--- src/rtl/traffic_seq_if.sv ---
// rtl/traffic_seq_if.sv - sequencer <-> external 4-bit up/down counter bus
// Purpose: groups the control and state signals exchanged with the counter.
// Signals:
//   cnt_q      counter state (counter -> sequencer)
//   cnt_clr_n  counter clear, active-low
//   cnt_ld_n   counter synchronous load, active-low
//   cnt_m      counter direction (1 up, 0 down)
//   cnt_a      counter load data
// Modports: master = sequencer side, slave = counter side.
interface traffic_seq_if;
  logic [3:0] cnt_q;
  logic       cnt_clr_n;
  logic       cnt_ld_n;
  logic       cnt_m;
  logic [3:0] cnt_a;

  modport master (
    input  cnt_q,
    output cnt_clr_n,
    output cnt_ld_n,
    output cnt_m,
    output cnt_a
  );

  modport slave (
    output cnt_q,
    input  cnt_clr_n,
    input  cnt_ld_n,
    input  cnt_m,
    input  cnt_a
  );
endinterface

--- src/rtl/traffic_seq.sv ---
// rtl/traffic_seq.sv - traffic-light phase sequencer driving an external counter
// Purpose: loads each phase duration into the external counter, lets it count
//   down, and advances RED -> GREEN -> YELLOW -> RED. Supports pause (en=0) and
//   pedestrian requests that shorten green.
// Ports:
//   cp       clock, rising edge
//   clr      synchronous reset, active-high
//   en       run enable; 0 freezes phase and count
//   ped_req  pedestrian request, sampled every cycle
//   cnt      counter bus (traffic_seq_if.master)
//   red/yellow/green  lamps, exactly one on
//   phase    00 red, 01 green, 10 yellow
//   ped_ack  one-cycle registered pulse when a request is served
module traffic_seq #(
  parameter logic [3:0] R_TIME  = 4'd9,
  parameter logic [3:0] G_TIME  = 4'd12,
  parameter logic [3:0] Y_TIME  = 4'd2,
  parameter logic [3:0] PED_MIN = 4'd3
) (
  input  logic                 cp,
  input  logic                 clr,
  input  logic                 en,
  input  logic                 ped_req,
  traffic_seq_if.master        cnt,
  output logic                 red,
  output logic                 yellow,
  output logic                 green,
  output logic [1:0]           phase,
  output logic                 ped_ack
);

  typedef enum logic [2:0] {
    RLD = 3'd0,
    RED = 3'd1,
    GLD = 3'd2,
    GRN = 3'd3,
    YLD = 3'd4,
    YEL = 3'd5
  } state_t;

  state_t state;
  state_t state_next;
  logic   ped_pend;
  logic   pend_next;
  logic   serve;

  always_ff @(posedge cp) begin
    if (clr) begin
      state    <= RLD;
      ped_pend <= 1'b0;
      ped_ack  <= 1'b0;
    end else begin
      state    <= state_next;
      ped_pend <= pend_next;
      ped_ack  <= serve;
    end
  end

  always_comb begin
    state_next    = state;
    serve         = 1'b0;
    cnt.cnt_clr_n = 1'b1;
    cnt.cnt_ld_n  = 1'b1;
    cnt.cnt_m     = 1'b0;
    cnt.cnt_a     = 4'd0;

    if (clr) begin
      cnt.cnt_clr_n = 1'b0;
    end else begin
      case (state)
        RLD: begin
          cnt.cnt_ld_n = 1'b0;
          cnt.cnt_a    = R_TIME;
          if (en) state_next = RED;
        end
        GLD: begin
          cnt.cnt_ld_n = 1'b0;
          cnt.cnt_a    = G_TIME;
          if (en) state_next = GRN;
        end
        YLD: begin
          cnt.cnt_ld_n = 1'b0;
          cnt.cnt_a    = Y_TIME;
          if (en) state_next = YEL;
        end
        RED, YEL: begin
          if (!en) begin
            // Reloading the current value is how the counter is held still.
            cnt.cnt_ld_n = 1'b0;
            cnt.cnt_a    = cnt.cnt_q;
          end else if (cnt.cnt_q == 4'd0) begin
            state_next = (state == RED) ? GLD : RLD;
          end
        end
        GRN: begin
          if (!en) begin
            cnt.cnt_ld_n = 1'b0;
            cnt.cnt_a    = cnt.cnt_q;
          end else begin
            // A request arriving this very cycle is served without waiting.
            serve = ped_pend | ped_req;
            if (cnt.cnt_q == 4'd0) begin
              state_next = YLD;
            end else if (serve && (cnt.cnt_q > PED_MIN)) begin
              cnt.cnt_ld_n = 1'b0;
              cnt.cnt_a    = PED_MIN;
            end
          end
        end
        default: state_next = RLD;
      endcase
    end
  end

  // Serving clears the pending flag even if ped_req is still asserted;
  // a held request re-arms on the following cycle.
  always_comb begin
    pend_next = ped_pend | ped_req;
    if (serve) pend_next = 1'b0;
  end

  always_comb begin
    red    = 1'b0;
    yellow = 1'b0;
    green  = 1'b0;
    phase  = 2'b00;
    case (state)
      GLD, GRN: begin
        green = 1'b1;
        phase = 2'b01;
      end
      YLD, YEL: begin
        yellow = 1'b1;
        phase  = 2'b10;
      end
      default: red = 1'b1;
    endcase
  end

endmodule

--- src/flat_wrapper.sv ---
// flat-port wrapper written by rule: the top's interface ports become plain ports
module traffic_seq_flat 
#(
  parameter logic [3:0] R_TIME  = 4'd9,
  parameter logic [3:0] G_TIME  = 4'd12,
  parameter logic [3:0] Y_TIME  = 4'd2,
  parameter logic [3:0] PED_MIN = 4'd3
)
  (cp, clr, en, ped_req, red, yellow, green, phase, ped_ack, cnt_cnt_q, cnt_cnt_clr_n, cnt_cnt_ld_n, cnt_cnt_m, cnt_cnt_a);
  traffic_seq_if cnt_i ();
  input  logic cp;
  input  logic clr;
  input  logic en;
  input  logic ped_req;
  output logic red;
  output logic yellow;
  output logic green;
  output logic [1:0] phase;
  output logic ped_ack;
  input wire logic [$bits(cnt_i.cnt_q)-1:0] cnt_cnt_q;
  output wire logic [$bits(cnt_i.cnt_clr_n)-1:0] cnt_cnt_clr_n;
  output wire logic [$bits(cnt_i.cnt_ld_n)-1:0] cnt_cnt_ld_n;
  output wire logic [$bits(cnt_i.cnt_m)-1:0] cnt_cnt_m;
  output wire logic [$bits(cnt_i.cnt_a)-1:0] cnt_cnt_a;
  assign cnt_i.cnt_q = cnt_cnt_q;
  assign cnt_cnt_clr_n = cnt_i.cnt_clr_n;
  assign cnt_cnt_ld_n = cnt_i.cnt_ld_n;
  assign cnt_cnt_m = cnt_i.cnt_m;
  assign cnt_cnt_a = cnt_i.cnt_a;
  traffic_seq #(.R_TIME(R_TIME), .G_TIME(G_TIME), .Y_TIME(Y_TIME), .PED_MIN(PED_MIN)) u_core (.cp(cp), .clr(clr), .en(en), .ped_req(ped_req), .cnt(cnt_i), .red(red), .yellow(yellow), .green(green), .phase(phase), .ped_ack(ped_ack));
endmodule
--- config.mk ---
export PLATFORM = sky130hd
export DESIGN_NAME = traffic_seq_flat
export DESIGN_NICKNAME = d
export VERILOG_FILES = /design/src/rtl/traffic_seq_if.sv /design/src/rtl/traffic_seq.sv /design/src/flat_wrapper.sv
export SDC_FILE = /design/constraint.sdc
export NUM_CORES = 1
export LEC_CHECK = 0
export BUFFER_PORTS_ARGS = -buffer_cell sky130_fd_sc_hd__buf_2
export CORE_AREA = 5 5 42 44
export CTS_BUF_LIST = sky130_fd_sc_hd__clkbuf_16
export DETAILED_ROUTE_END_ITERATION = 7
export DIE_AREA = 0 0 47 49
export PLACE_DENSITY = 0.65
export SLEW_MARGIN = 10
export SYNTH_ARGS = -nofsm -noshare
export SYNTH_HDL_FRONTEND = slang
export SYNTH_SLANG_ARGS = --single-unit
--- constraint.sdc ---
create_clock -name cp -period 2.1 [get_ports cp]
set_clock_uncertainty 0.1 [all_clocks]
set_input_delay 0 -clock cp [delete_from_list [all_inputs] [get_ports cp]]
set_output_delay 0 -clock cp [all_outputs]
set_load 0.02 [all_outputs]
* Word level (Yosys, flattened, before mapping)
Cells that the tools add are included.
Word-level totals: register bits after elaboration 5, latch bits 0, bits in writable memories 0, ROM bits 0, input bits 8, output and inout port bits 13, word-level logic and storage cells 56, memories kept 0
Cells by class: $add $sub $neg 0, multiply operators 0, div/mod/pow operators 0, $lt $le $gt $ge 1, eq/ne operators 12, shift operators 0, mux-type cells 29, bitwise gates (word level) 1, reduce and logical (&&, ||, !) cells 10
Operator list (number):
- 3-bit 2-to-1 mux | 7
- 4-bit case mux with 5 select lines | 1
- 4-bit 2-to-1 mux | 4
- 3-bit case mux with 5 select lines | 1
- 1-bit 2-to-1 mux | 12
- 2-bit != test (second input constant) | 5
- 2-bit OR reduction | 4
- 7-bit AND reduction | 1
- 3-bit by 2-bit == test with 1-bit output (second input constant) | 2
- 3-bit == test (second input constant) | 2
- 4-bit by 2-bit > comparator with 1-bit output (second input constant) | 1
- 4-bit logical NOT | 1
- 2-bit 2-to-1 mux | 2
- 2-bit by 1-bit != test with 1-bit output (second input constant) | 2
- 2-bit case mux with 2 select lines | 1
- 4-bit OR reduction | 1
- 3-bit by 1-bit == test with 1-bit output (second input constant) | 1
- 3-bit logical NOT | 1
- 1-bit case mux with 3 select lines | 1
- 3-bit OR reduction | 1
- 1-bit logical AND | 1
- 1-bit OR | 1

* Longest topological paths before layout
Gate-level depths: netlist of the first run.
depth in word-level cells 7, gate-level depth with buffers 4, mapped depth without buffers 4

* Worst setup path before layout of the first run
No wires, ideal clock.
path type register -> output, from register u_core.state[1], to output cnt_cnt_a[1], data arrival time 1.393 ns, required time 2.000 ns, slack 0.607 ns, cell stages (with the launch flop) 5, path buffers 0, path through dfxtp_1 -> ha_1 -> nor2_1 -> o21ai_0 -> a311oi_1
Between the ends: longest elaborated chain between the ends 4, elaborated cells on any way between the ends 9, classes of those cells eq/ne: 5; mux: 2; reduce/logical: 2
Ends and longest elaborated chain:
- start: declaration | line traffic_seq.sv:41 | state_t state;
- start signal: assignment | line traffic_seq.sv:53 | state <= state_next;
- 3-bit == test / 3-bit by 1-bit == test with 1-bit output (equally long branches) | line traffic_seq.sv:70 | case (state)
- 2-bit OR reduction | line traffic_seq.sv:70
- 4-bit case mux with 5 select lines (*) | line traffic_seq.sv:70
- 4-bit 2-to-1 mux (*) | line traffic_seq.sv:67 | if (clr) begin
- end: declaration | line flat_wrapper.sv:24 | output wire logic [$bits(cnt_i.cnt_a)-1:0] cnt_cnt_a;
Every way passes the cells marked *; elsewhere a longest branch is shown, timed or not.

* Worst setup path in the final report of the first run
Same ends and word-level chain as after synthesis.

==> insert_results.sql, run 1 <==
INSERT INTO impl_metrics (metric_group, metric, value, unit) VALUES
('status', 'run_status', 'completed', ''),
('clock_tree', 'insertion_delay', '0.23', 'ns'),
('yosys', 'post_synth_arst_share', '0', '%'),
('drt', 'routed-wl-met2', '490', 'um'),
('grt', 'grt_max_degree', '15', ''),
('yosys', 'synth_seq_cells', '5', ''),
('critical_path', 'rr_endpoint', 'u_core.state[0]', ''),
('cells_and_area', 'filler_cell_count', '147', ''),
('place', 'place.gp.congestion', '0.692', ''),
('timing', 'rsz_0062_raised_after_global_routing', 'false', ''),
('grt', 'grt_antenna_before_repair', '0', ''),
('power_and_ir_drop', 'leakage', '0.000270', 'uW'),
('hold_path', 'min_path_cells', '3', ''),
('clock_tree', 'cts_inserted_buffers', '3', ''),
('job', 'cap_violations', '0', ''),
('yosys', 'syn_inst', '58', ''),
('cells_and_area', 'num-nets-final', '87', ''),
('hold_path', 'hold_path_class', 'input port to flip-flop', ''),
('timing', 'clock.fmax', '544', 'MHz'),
('die', 'rows', '14', ''),
('clock_tree', 'cts_max_path_buffers', '2', ''),
('timing', 'tns', '0', 'ns'),
('grt', 'grt_pass1_wl', '1770', 'um'),
('clock_tree', 'cts.sink_count', '5', ''),
('drt', 'dr.first_iter.drc_count', '9', ''),
('power_and_ir_drop', 'finalPower', '473', 'uW'),
('power_and_ir_drop', 'max-vdd-ir-drop', '548', 'uV'),
('die', 'die_w', '47', 'um'),
('timing', 'drv_slew', '0', ''),
('clock_tree', 'clkTransAtPathRegs', '0.03', 'ns'),
('cells_and_area', 'layout-drive-gt1-share', '32.0', '%'),
('clock_tree', 'number_of_h_tree_branching_levels', '1', ''),
('yosys', 'ys_top_cells_by_area', 'sky130_fd_sc_hd__dfxtp_1, sky130_fd_sc_hd__ha_1, sky130_fd_sc_hd__nand3_1', ''),
('grt', 'first_global_vias', '405', ''),
('critical_path', 'ff2ff_setup_slack', '0.59', 'ns'),
('die', 'ioPinCount', '21', ''),
('drt', 'remaining_drc_errors', '0', ''),
('critical_path', 'timing.critical_path.from_type', 'flip-flop', ''),
('yosys', 'mappedNetlistArea', '424', 'sq um'),
('drt', 'uppermost_signal_routing_layer_after_detailed_routing', 'met4', ''),
('cells_and_area', 'seqCellArea', '100', 'sq um'),
('timing', 'timing.final.crit_share', '87.5', '%'),
('clock_tree', 'cts-resized-gates', '0', ''),
('yosys', 'synth_ff_type', 'sky130_fd_sc_hd__dfxtp_1', ''),
('yosys', 'postSynthAreaPerCell', '7.31', 'sq um'),
('yosys', 'yosys-top-cells-count', 'sky130_fd_sc_hd__dfxtp_1, sky130_fd_sc_hd__nand3_1', ''),
('clock_tree', 'cts-root-buf', 'sky130_fd_sc_hd__clkbuf_16', ''),
('die', 'placeable_core_area', '1400', 'sq um'),
('drt', 'detailroute.via_count', '479', ''),
('critical_path', 'cp_data_arrival_time', '1.74', 'ns'),
('critical_path', 'regToRegStartpoint', 'u_core.state[1]', ''),
('cells_and_area', 'diodes_inserted', '0', ''),
('die', 'design.die.area', '2300', 'sq um'),
('hold_path', 'holdCritStartpoint', 'en', ''),
('power_and_ir_drop', 'power_density', '801', 'nW/um^2'),
('die', 'initial_utilization', '30.3', '%'),
('yosys', 'ys_types', '24', ''),
('grt', 'grt_usage', '10.4', '%'),
('drt', 'detail_route.wirelength.met1', '521', 'um'),
('yosys', 'synth.yosys.seq_area_share', '23.6', '%'),
('drt', 'met3_wirelength', '109', 'um'),
('grt', 'grt-ovfl-total', '0', ''),
('cells_and_area', 'area_of_combinational_cells_with_multiple_inputs', '272', 'sq um'),
('critical_path', 'category_of_the_worst_setup_path_capture_point', 'output port', ''),
('yosys', 'synth_warnings', '0', ''),
('yosys', 'synth_area_leader_cell', 'sky130_fd_sc_hd__dfxtp_1', ''),
('timing', 'final.min_clock_period', '1.84', 'ns'),
('yosys', 'syn_nets', '69', ''),
('drt', 'detail_route.wirelength', '1130', 'um'),
('place', 'numPortBuffers', '19', ''),
('drt', 'drtPass1Iterations', '4', '');
==> how the worst max path moves through the flow <==
| stage | startpoint | endpoint | slack [ns] | depth (start not counted) |
|---|---|---|---|---|
| after global placement | u_core.state[1] | cnt_cnt_a[1] | 0.59 | 5 |
| final | u_core.state[1] | cnt_cnt_a[1] | 0.26 | 5 |
| after floorplan | u_core.state[1] | cnt_cnt_a[1] | 0.61 | 4 |
| after CTS | u_core.state[1] | cnt_cnt_a[1] | 0.27 | 5 |
| after global routing | u_core.state[1] | cnt_cnt_a[1] | 0.08 | 5 |
| after detailed placement | u_core.state[1] | cnt_cnt_a[1] | 0.52 | 5 |
==> cells by family (layout without fill, tap and decap cells) <==
kind of cell,after synthesis,count (layout),synth area share [%]
and+or+nand+nor,21,21,26.3
AOI/OAI and AO/OA,17,17,28.0
buffers and inverters,11,28,12.4
DFF,5,5,23.6
adders and majority gates,3,3,8.85
other,1,1,0.884
==> final cells by class <==
type / instances / share of cell area [%]
sequential: 5 / 16.9
inverter: 4 / 2.54
clock inverter: 1 / 0.636
tap: 16 / 3.39
timing repair buffer: 20 / 17.8
multi-input combinational: 42 / 46.0
clock buffer: 3 / 12.7
==> routing by layer <==
metal / track usage [%] / up-vias
met2: 13.8 / 18
met4: 1.84 / 0
li1: - / 243
met3: 6.27 / 2
met5: 0 / -
met1: 14.3 / 216
==> state kept, by name (all words and copies together) (netlist names) <==
name             cells
u_core.state         3
u_core.ped_pend      1
u_core.ped_ack       1
==> stage by stage <==
| step | instances | hold WS (ns) | area, sq um | util, % | setup slack [ns] |
|---|---|---|---|---|---|
| finish | 91 | 0.0118 | 591 | 42.1 | 0.261 |
| global route | 91 | 0.0370 | 591 | 42.1 | 0.0797 |
| CTS | 91 | 0.00707 | 591 | 42.1 | 0.269 |
| detailed placement | 86 | 0.170 | 502 | 35.8 | 0.516 |
| global placement | 86 | 0.174 | 502 | 35.8 | 0.587 |
| floorplan | 58 | 0.0641 | 424 | - | 0.607 |
==> power by group <==
group	switching [uW]	internal [uW]
registers	6.46	98.8
clock network	60.0	246
logic	36.2	25.2
total	103	370
==> placed cells by master (no fill, tap or decap), types with 2 or more instances in the layout <==
| cell type | count |
|---|---|
| sky130_fd_sc_hd__nand2_1 | 4 |
| sky130_fd_sc_hd__o21ai_0 | 4 |
| sky130_fd_sc_hd__ha_1 | 3 |
| sky130_fd_sc_hd__o22ai_1 | 2 |
| sky130_fd_sc_hd__buf_2 | 19 |
| sky130_fd_sc_hd__nor2b_1 | 2 |
| sky130_fd_sc_hd__o211ai_1 | 2 |
| sky130_fd_sc_hd__clkbuf_16 | 3 |
| sky130_fd_sc_hd__a21oi_1 | 2 |
| sky130_fd_sc_hd__dfxtp_1 | 5 |
| sky130_fd_sc_hd__a311oi_1 | 2 |
| sky130_fd_sc_hd__nor2_1 | 3 |
| sky130_fd_sc_hd__nor3_1 | 2 |
| sky130_fd_sc_hd__inv_1 | 5 |
| sky130_fd_sc_hd__or3_1 | 3 |
| sky130_fd_sc_hd__nand3_1 | 5 |
==> worst max-delay path: stages, from the launching register on <==
cell and delay, ns:
sky130_fd_sc_hd__dfxtp_1 0.44, sky130_fd_sc_hd__ha_1 0.32, sky130_fd_sc_hd__nor2_1 0.14, sky130_fd_sc_hd__o21ai_0 0.13
sky130_fd_sc_hd__a311oi_1 0.27, sky130_fd_sc_hd__buf_2 0.21
==> what timing repair did <==
item / in CTS / in global routing
hold buffers: 1 / 0
endpoints found under the hold margin: 3 / 0
setup endpoints to repair: 0 / 0
No activity file was read; power rests on OpenSTA's default activity.
==> inputs of run 2 (changes only) <==
- CORE_AREA: 5 5 42 44 -> not set
- CORE_MARGIN: not set -> 5
- CORE_UTILIZATION: not set -> 32
- DIE_AREA: 0 0 47 49 -> not set
==> insert_results.sql, run 2 (synthesis gave the netlist of run 1 again) <==
INSERT INTO impl_metrics (metric_group, metric, value, unit) VALUES
('timing', 'clock.fmax', '560', 'MHz'),
('die', 'rows', '13', ''),
('hold_path', 'hold_path_class', 'input port to flip-flop', ''),
('die', 'design.die.area', '2150', 'sq um'),
('critical_path', 'timing.critical_path.from_type', 'flip-flop', ''),
('critical_path', 'rr_endpoint', 'u_core.state[0]', ''),
('drt', 'detailroute.via_count', '491', ''),
('die', 'initial_utilization', '33.0', '%'),
('cells_and_area', 'layout.cells.most_common_list', 'sky130_fd_sc_hd__buf_2, sky130_fd_sc_hd__inv_1, sky130_fd_sc_hd__nand3_1, sky130_fd_sc_hd__dfxtp_1', ''),
('timing', 'tns', '0', 'ns'),
('clock_tree', 'cts_tree', 'yes', ''),
('grt', 'grt_usage', '10.3', '%'),
('power_and_ir_drop', 'leakage', '0.000270', 'uW'),
('critical_path', 'critical_path_class', 'flip-flop to output port', ''),
('timing', 'finalHoldWorstSlack', '0.0146', 'ns'),
('clock_tree', 'cts-resized-gates', '0', ''),
('hold_path', 'hold_ep', 'u_core.state[1]', ''),
('drt', 'drt-wirelength-per-cell', '11.7', 'um'),
('power_and_ir_drop', 'power.switching', '98.7', 'uW'),
('timing', 'timing.final.crit_share', '85.1', '%'),
('drt', 'remaining_drc_errors', '0', ''),
('cells_and_area', 'layout-drive-gt1-share', '32.0', '%'),
('grt', 'grt_pass1_wl', '1580', 'um'),
('place', 'dpl_cell_area', '500', 'sq um'),
('place', 'place.gp.congestion', '0.780', ''),
('cells_and_area', 'num-nets-final', '87', ''),
('timing', 'timing.final.ws_setup', '0.314', 'ns'),
('drt', 'detail-route-antenna-nets', '0', ''),
('timing', 'final.min_clock_period', '1.79', 'ns'),
('grt', 'grt_max_degree', '15', ''),
('drt', 'detail_route.wirelength', '1050', 'um'),
('clock_tree', 'cts.sink_count', '5', ''),
('die', 'placeable_core_area', '1280', 'sq um'),
('cells_and_area', 'max_flop_register', 'u_core.state', ''),
('power_and_ir_drop', 'p_seq_share', '22.4', '%'),
('drt', 'drt-vias-per-instance', '5.46', ''),
('drt', 'routed-wl-met2', '474', 'um'),
('critical_path', 'worst_r2r_path_depth', '3', ''),
('status', 'run_status', 'completed', ''),
('clock_tree', 'cts-root-buf', 'sky130_fd_sc_hd__clkbuf_16', ''),
('cells_and_area', 'layout_commonest_cell', 'sky130_fd_sc_hd__buf_2', ''),
('die', 'ioPinCount', '21', ''),
('power_and_ir_drop', 'power.share.clock', '64.5', '%'),
('cells_and_area', 'syn_to_final_growth', '38.9', '%'),
('power_and_ir_drop', 'p_int', '370', 'uW'),
('place', 'numPortBuffers', '19', ''),
('drt', 'drtPass1Iterations', '4', ''),
('die', 'die_w', '46.4', 'um'),
('timing', 'rsz_0062_raised_after_global_routing', 'false', ''),
('critical_path', 'regToRegStartpoint', 'u_core.state[1]', ''),
('power_and_ir_drop', 'power_density', '796', 'nW/um^2'),
('drt', 'uppermost_signal_routing_layer_after_detailed_routing', 'met4', ''),
('drt', 'met3_wirelength', '112', 'um'),
('grt', 'grt-ovfl-total', '0', ''),
('cells_and_area', 'largest_register_ff_count', '3', ''),
('grt', 'grt_antenna_before_repair', '0', ''),
('critical_path', 'ff2ff_setup_slack', '0.58', 'ns'),
('power_and_ir_drop', 'max-vdd-ir-drop', '807', 'uV'),
('clock_tree', 'cts_inserted_buffers', '3', ''),
('critical_path', 'category_of_the_worst_setup_path_capture_point', 'output port', ''),
('hold_path', 'min_path_cells', '3', ''),
('grt', 'first_global_vias', '380', ''),
('place', 'hpwl', '807', 'um'),
('drt', 'detail_route.wirelength.met1', '437', 'um'),
('power_and_ir_drop', 'power.share.switching', '21.1', '%'),
('critical_path', 'critPathMaxFanout', '14', ''),
('clock_tree', 'insertion_delay', '0.22', 'ns'),
('clock_tree', 'clkTransAtPathRegs', '0.03', 'ns'),
('clock_tree', 'cts_max_path_buffers', '2', ''),
('cells_and_area', 'diodes_inserted', '0', ''),
('drt', 'dr.first_iter.drc_count', '12', ''),
('place', 'dpl.cell_count', '85', ''),
('hold_path', 'holdCritStartpoint', 'en', ''),
('place', 'preCtsSetupSlack', '0.545', 'ns'),
('cells_and_area', 'final_cell_area', '589', 'sq um'),
('timing', 'finalHoldViolations', '0', ''),
('critical_path', 'cp_data_arrival_time', '1.69', 'ns'),
('critical_path', 'critical_path_rt', '2.00', 'ns'),
('cells_and_area', 'final_cells', '90', ''),
('timing', 'drv_slew', '0', ''),
('power_and_ir_drop', 'combinationalPowerShare', '13.1', '%'),
('cells_and_area', 'layout_top_registers', 'u_core.state: 3 flops, u_core.ped_ack: 1 flops, u_core.ped_pend: 1 flops', ''),
('die', 'die_height', '46.4', 'um'),
('clock_tree', 'number_of_h_tree_branching_levels', '1', ''),
('timing', 'final-setup-viol-count', '0', ''),
('job', 'cap_violations', '0', '');
-- run 2: repair_timing --
item | 4_1_cts | 5_1_grt
endpoints found under the hold margin | 3 | 0
buffers inserted | 0 | 0
hold buffers | 1 | 0
-- run 2: layout make-up --
type	instances	area [sq um]
multi-input cells	42	272
flip-flops and latches	5	100
clock inverters	1	3.75
inverters	4	15.0
fillers	131	696
repair buffers	20	105
clock buffers	3	75.1
well taps	15	18.8
-- run 2: per-stage QoR --
step	power (uW)	util, %
after global placement	166	38.9
final	469	45.9
after CTS	476	45.9
after global routing	490	45.9
after detailed placement	166	38.9
after floorplan	146	-
-- run 2: critical path, cell delays in order (launching register included) --
cell,delay (ns)
sky130_fd_sc_hd__dfxtp_1,0.43
sky130_fd_sc_hd__ha_1,0.32
sky130_fd_sc_hd__nor2_1,0.14
sky130_fd_sc_hd__o21ai_0,0.13
sky130_fd_sc_hd__a311oi_1,0.24
sky130_fd_sc_hd__buf_2,0.20
-- run 2: worst max path at each step --
stage	start	endpoint	slack, ns	cells past startpoint
finish	u_core.state[1]	cnt_cnt_a[1]	0.31	5
global route	u_core.state[1]	cnt_cnt_a[1]	0.18	5
global placement	u_core.state[1]	u_core.state[0]	0.57	3
detailed placement	u_core.state[1]	cnt_cnt_a[1]	0.55	5
floorplan	u_core.state[1]	cnt_cnt_a[1]	0.61	4
CTS	u_core.state[1]	cnt_cnt_a[1]	0.31	5
-- run 2: power by group through the flow --
stage | Clock [uW] | Sequential, uW | Combinational (uW)
after global placement | 0 | 106 | 60.1
after floorplan | 0 | 102 | 44.3
after CTS | 310 | 105 | 61.8
after global routing | 316 | 106 | 67.9
final | 302 | 105 | 61.5
after detailed placement | 0 | 106 | 59.8
-- run 2: layer usage --
metal  global-route usage (%)  up-vias
li1                         -      244
met1                     12.9      219
met2                     16.5       24
met3                     2.34        4
met4                     5.11        0
met5                        0        -
==> inputs of run 3 (changes only) <==
- ABC_AREA: not set -> 0
- PLACE_DENSITY: 0.65 -> 0.7
==> insert_results.sql, run 3 (synthesis gave the netlist of run 1 again) <==
INSERT INTO impl_metrics (metric_group, metric, value, unit) VALUES
('cells_and_area', 'layout_commonest_cell', 'sky130_fd_sc_hd__buf_2', ''),
('critical_path', 'worst_path_largest_cell_delay', '0.42', 'ns'),
('cells_and_area', 'fin_util', '45.9', '%'),
('die', 'die_w', '46.4', 'um'),
('grt', 'grt-ovfl-total', '0', ''),
('grt', 'grt_antenna_before_repair', '0', ''),
('power_and_ir_drop', 'max-vdd-ir-drop', '574', 'uV'),
('cells_and_area', 'max_flop_register', 'u_core.state', ''),
('cells_and_area', 'filler_cell_count', '120', ''),
('die', 'ioPinCount', '21', ''),
('drt', 'dr.first_iter.drc_count', '21', ''),
('critical_path', 'critical_path_class', 'flip-flop to output port', ''),
('grt', 'first_global_vias', '423', ''),
('critical_path', 'timing.critical_path.from_type', 'flip-flop', ''),
('critical_path', 'critical_path.cell_chain', 'ha_1 > nor2_1 > o21ai_0 > a311oi_1 > buf_2', ''),
('drt', 'detailroute.via_count', '491', ''),
('critical_path', 'cp.buffers_inverters', '1', ''),
('critical_path', 'critPathSlowestCell', 'sky130_fd_sc_hd__dfxtp_1', ''),
('grt', 'grt_max_degree', '15', ''),
('job', 'cap_violations', '0', ''),
('die', 'initial_utilization', '33.0', '%'),
('cells_and_area', 'largest_register_ff_count', '3', ''),
('clock_tree', 'insertion_delay', '0.22', 'ns'),
('critical_path', 'cp_data_arrival_time', '1.69', 'ns'),
('drt', 'detail-route-antenna-nets', '0', ''),
('power_and_ir_drop', 'leakage', '0.000270', 'uW'),
('cells_and_area', 'layout-drive-gt1-share', '32.0', '%'),
('timing', 'drv_slew', '0', ''),
('clock_tree', 'cts_max_path_buffers', '2', ''),
('timing', 'timing.final.crit_share', '85.4', '%'),
('timing', 'tns', '0', 'ns'),
('clock_tree', 'cts_inserted_buffers', '3', ''),
('cells_and_area', 'diodes_inserted', '0', ''),
('grt', 'grt_usage', '11.6', '%'),
('cells_and_area', 'layout_top_registers', 'u_core.state: 3 flops, u_core.ped_ack: 1 flops, u_core.ped_pend: 1 flops', ''),
('clock_tree', 'cts-root-buf', 'sky130_fd_sc_hd__clkbuf_16', ''),
('timing', 'finalHoldWorstSlack', '0.00167', 'ns'),
('place', 'place.gp.congestion', '0.790', ''),
('clock_tree', 'number_of_h_tree_branching_levels', '1', ''),
('die', 'placeable_core_area', '1280', 'sq um'),
('grt', 'grt_pass1_wl', '1750', 'um'),
('clock_tree', 'cts_tree', 'yes', ''),
('timing', 'clock.fmax', '558', 'MHz'),
('status', 'run_status', 'completed', ''),
('timing', 'final-setup-viol-count', '0', ''),
('drt', 'drtPass1Iterations', '4', ''),
('drt', 'remaining_drc_errors', '0', ''),
('place', 'hpwl', '792', 'um'),
('clock_tree', 'cts.sink_count', '5', ''),
('critical_path', 'critPathMaxFanout', '14', ''),
('critical_path', 'critical_path_rt', '2.00', 'ns'),
('timing', 'final.min_clock_period', '1.79', 'ns'),
('timing', 'finalHoldViolations', '0', ''),
('timing', 'rsz_0062_raised_after_global_routing', 'false', ''),
('power_and_ir_drop', 'power_density', '794', 'nW/um^2'),
('die', 'die_height', '46.4', 'um'),
('die', 'rows', '13', ''),
('clock_tree', 'clkTransAtPathRegs', '0.03', 'ns'),
('die', 'design.die.area', '2150', 'sq um'),
('critical_path', 'critical_path.top_delay_family', 'flip-flops', ''),
('cells_and_area', 'layout.cells.most_common_list', 'sky130_fd_sc_hd__buf_2, sky130_fd_sc_hd__inv_1, sky130_fd_sc_hd__nand3_1, sky130_fd_sc_hd__dfxtp_1', ''),
('drt', 'detail_route.wirelength', '1030', 'um'),
('cells_and_area', 'syn_to_final_growth', '38.9', '%'),
('drt', 'drt-vias-per-instance', '5.46', ''),
('critical_path', 'category_of_the_worst_setup_path_capture_point', 'output port', ''),
('hold_path', 'hold_path_class', 'input port to flip-flop', ''),
('place', 'numPortBuffers', '19', ''),
('drt', 'drt-wirelength-per-cell', '11.4', 'um'),
('cells_and_area', 'num-nets-final', '87', '');
==> run 3: cell counts in the layout (fill, tap and decap cells not counted) <==
No cell type changed its count.
==> run 3: repair_timing <==
action	4_1_cts	5_1_grt
setup buffers	0	0
hold endpoints to repair	3	0
resized for setup	0	0
hold buffers	1	0
==> run 3: through the flow <==
step	area [sq um]	instances	total power, uW	setup slack, ns
floorplan	424	58	146	0.607
global placement	500	85	166	0.600
detailed placement	500	85	165	0.554
CTS	589	90	474	0.312
global route	589	90	496	0.105
finish	589	90	468	0.306
==> run 3: power breakdown <==
part | internal, uW | total (uW) | switching (uW)
logic | 25.2 | 60.5 | 35.4
registers | 98.9 | 105 | 6.30
clock network | 246 | 302 | 56.3
==> run 3: cell type report <==
class                           count  area [sq um]  share of cell area (%)
Inverter                            4          15.0                    2.55
Multi-Input combinational cell     42           272                    46.1
Sequential cell                     5           100                    17.0
Timing Repair Buffer               20           105                    17.8
Clock inverter                      1          3.75                   0.637
Tap cell                           15          18.8                    3.18
Clock buffer                        3          75.1                    12.7
==> run 3: path summary, 6_finish.rpt <==
check	cells after the start	slack, ns	endpoint	startpoint
setup / recovery	5	0.31	cnt_cnt_a[1]	u_core.state[1]
setup reg to reg	3	0.60	u_core.state[0]	u_core.state[1]
hold reg to reg	2	0.44	u_core.ped_ack	u_core.ped_pend
hold / removal	3	0.002	u_core.ped_ack	ped_req
==> run 3: tightest hold or removal path: stages <==
cell,delay [ns]
sky130_fd_sc_hd__buf_2,0.09
sky130_fd_sc_hd__nor2_1,0.05
sky130_fd_sc_hd__nor3_1,0.14
==> run 3: per-layer routing <==
| layer | part of all wire (%) | global-route usage, % | vias to the layer above |
|---|---|---|---|
| met5 | 0 | 0 | - |
| met1 | 45 | 13.6 | 217 |
| met4 | 0 | 3.41 | 0 |
| met3 | 13 | 7.81 | 0 |
| met2 | 42 | 17.0 | 32 |
| li1 | - | - | 242 |
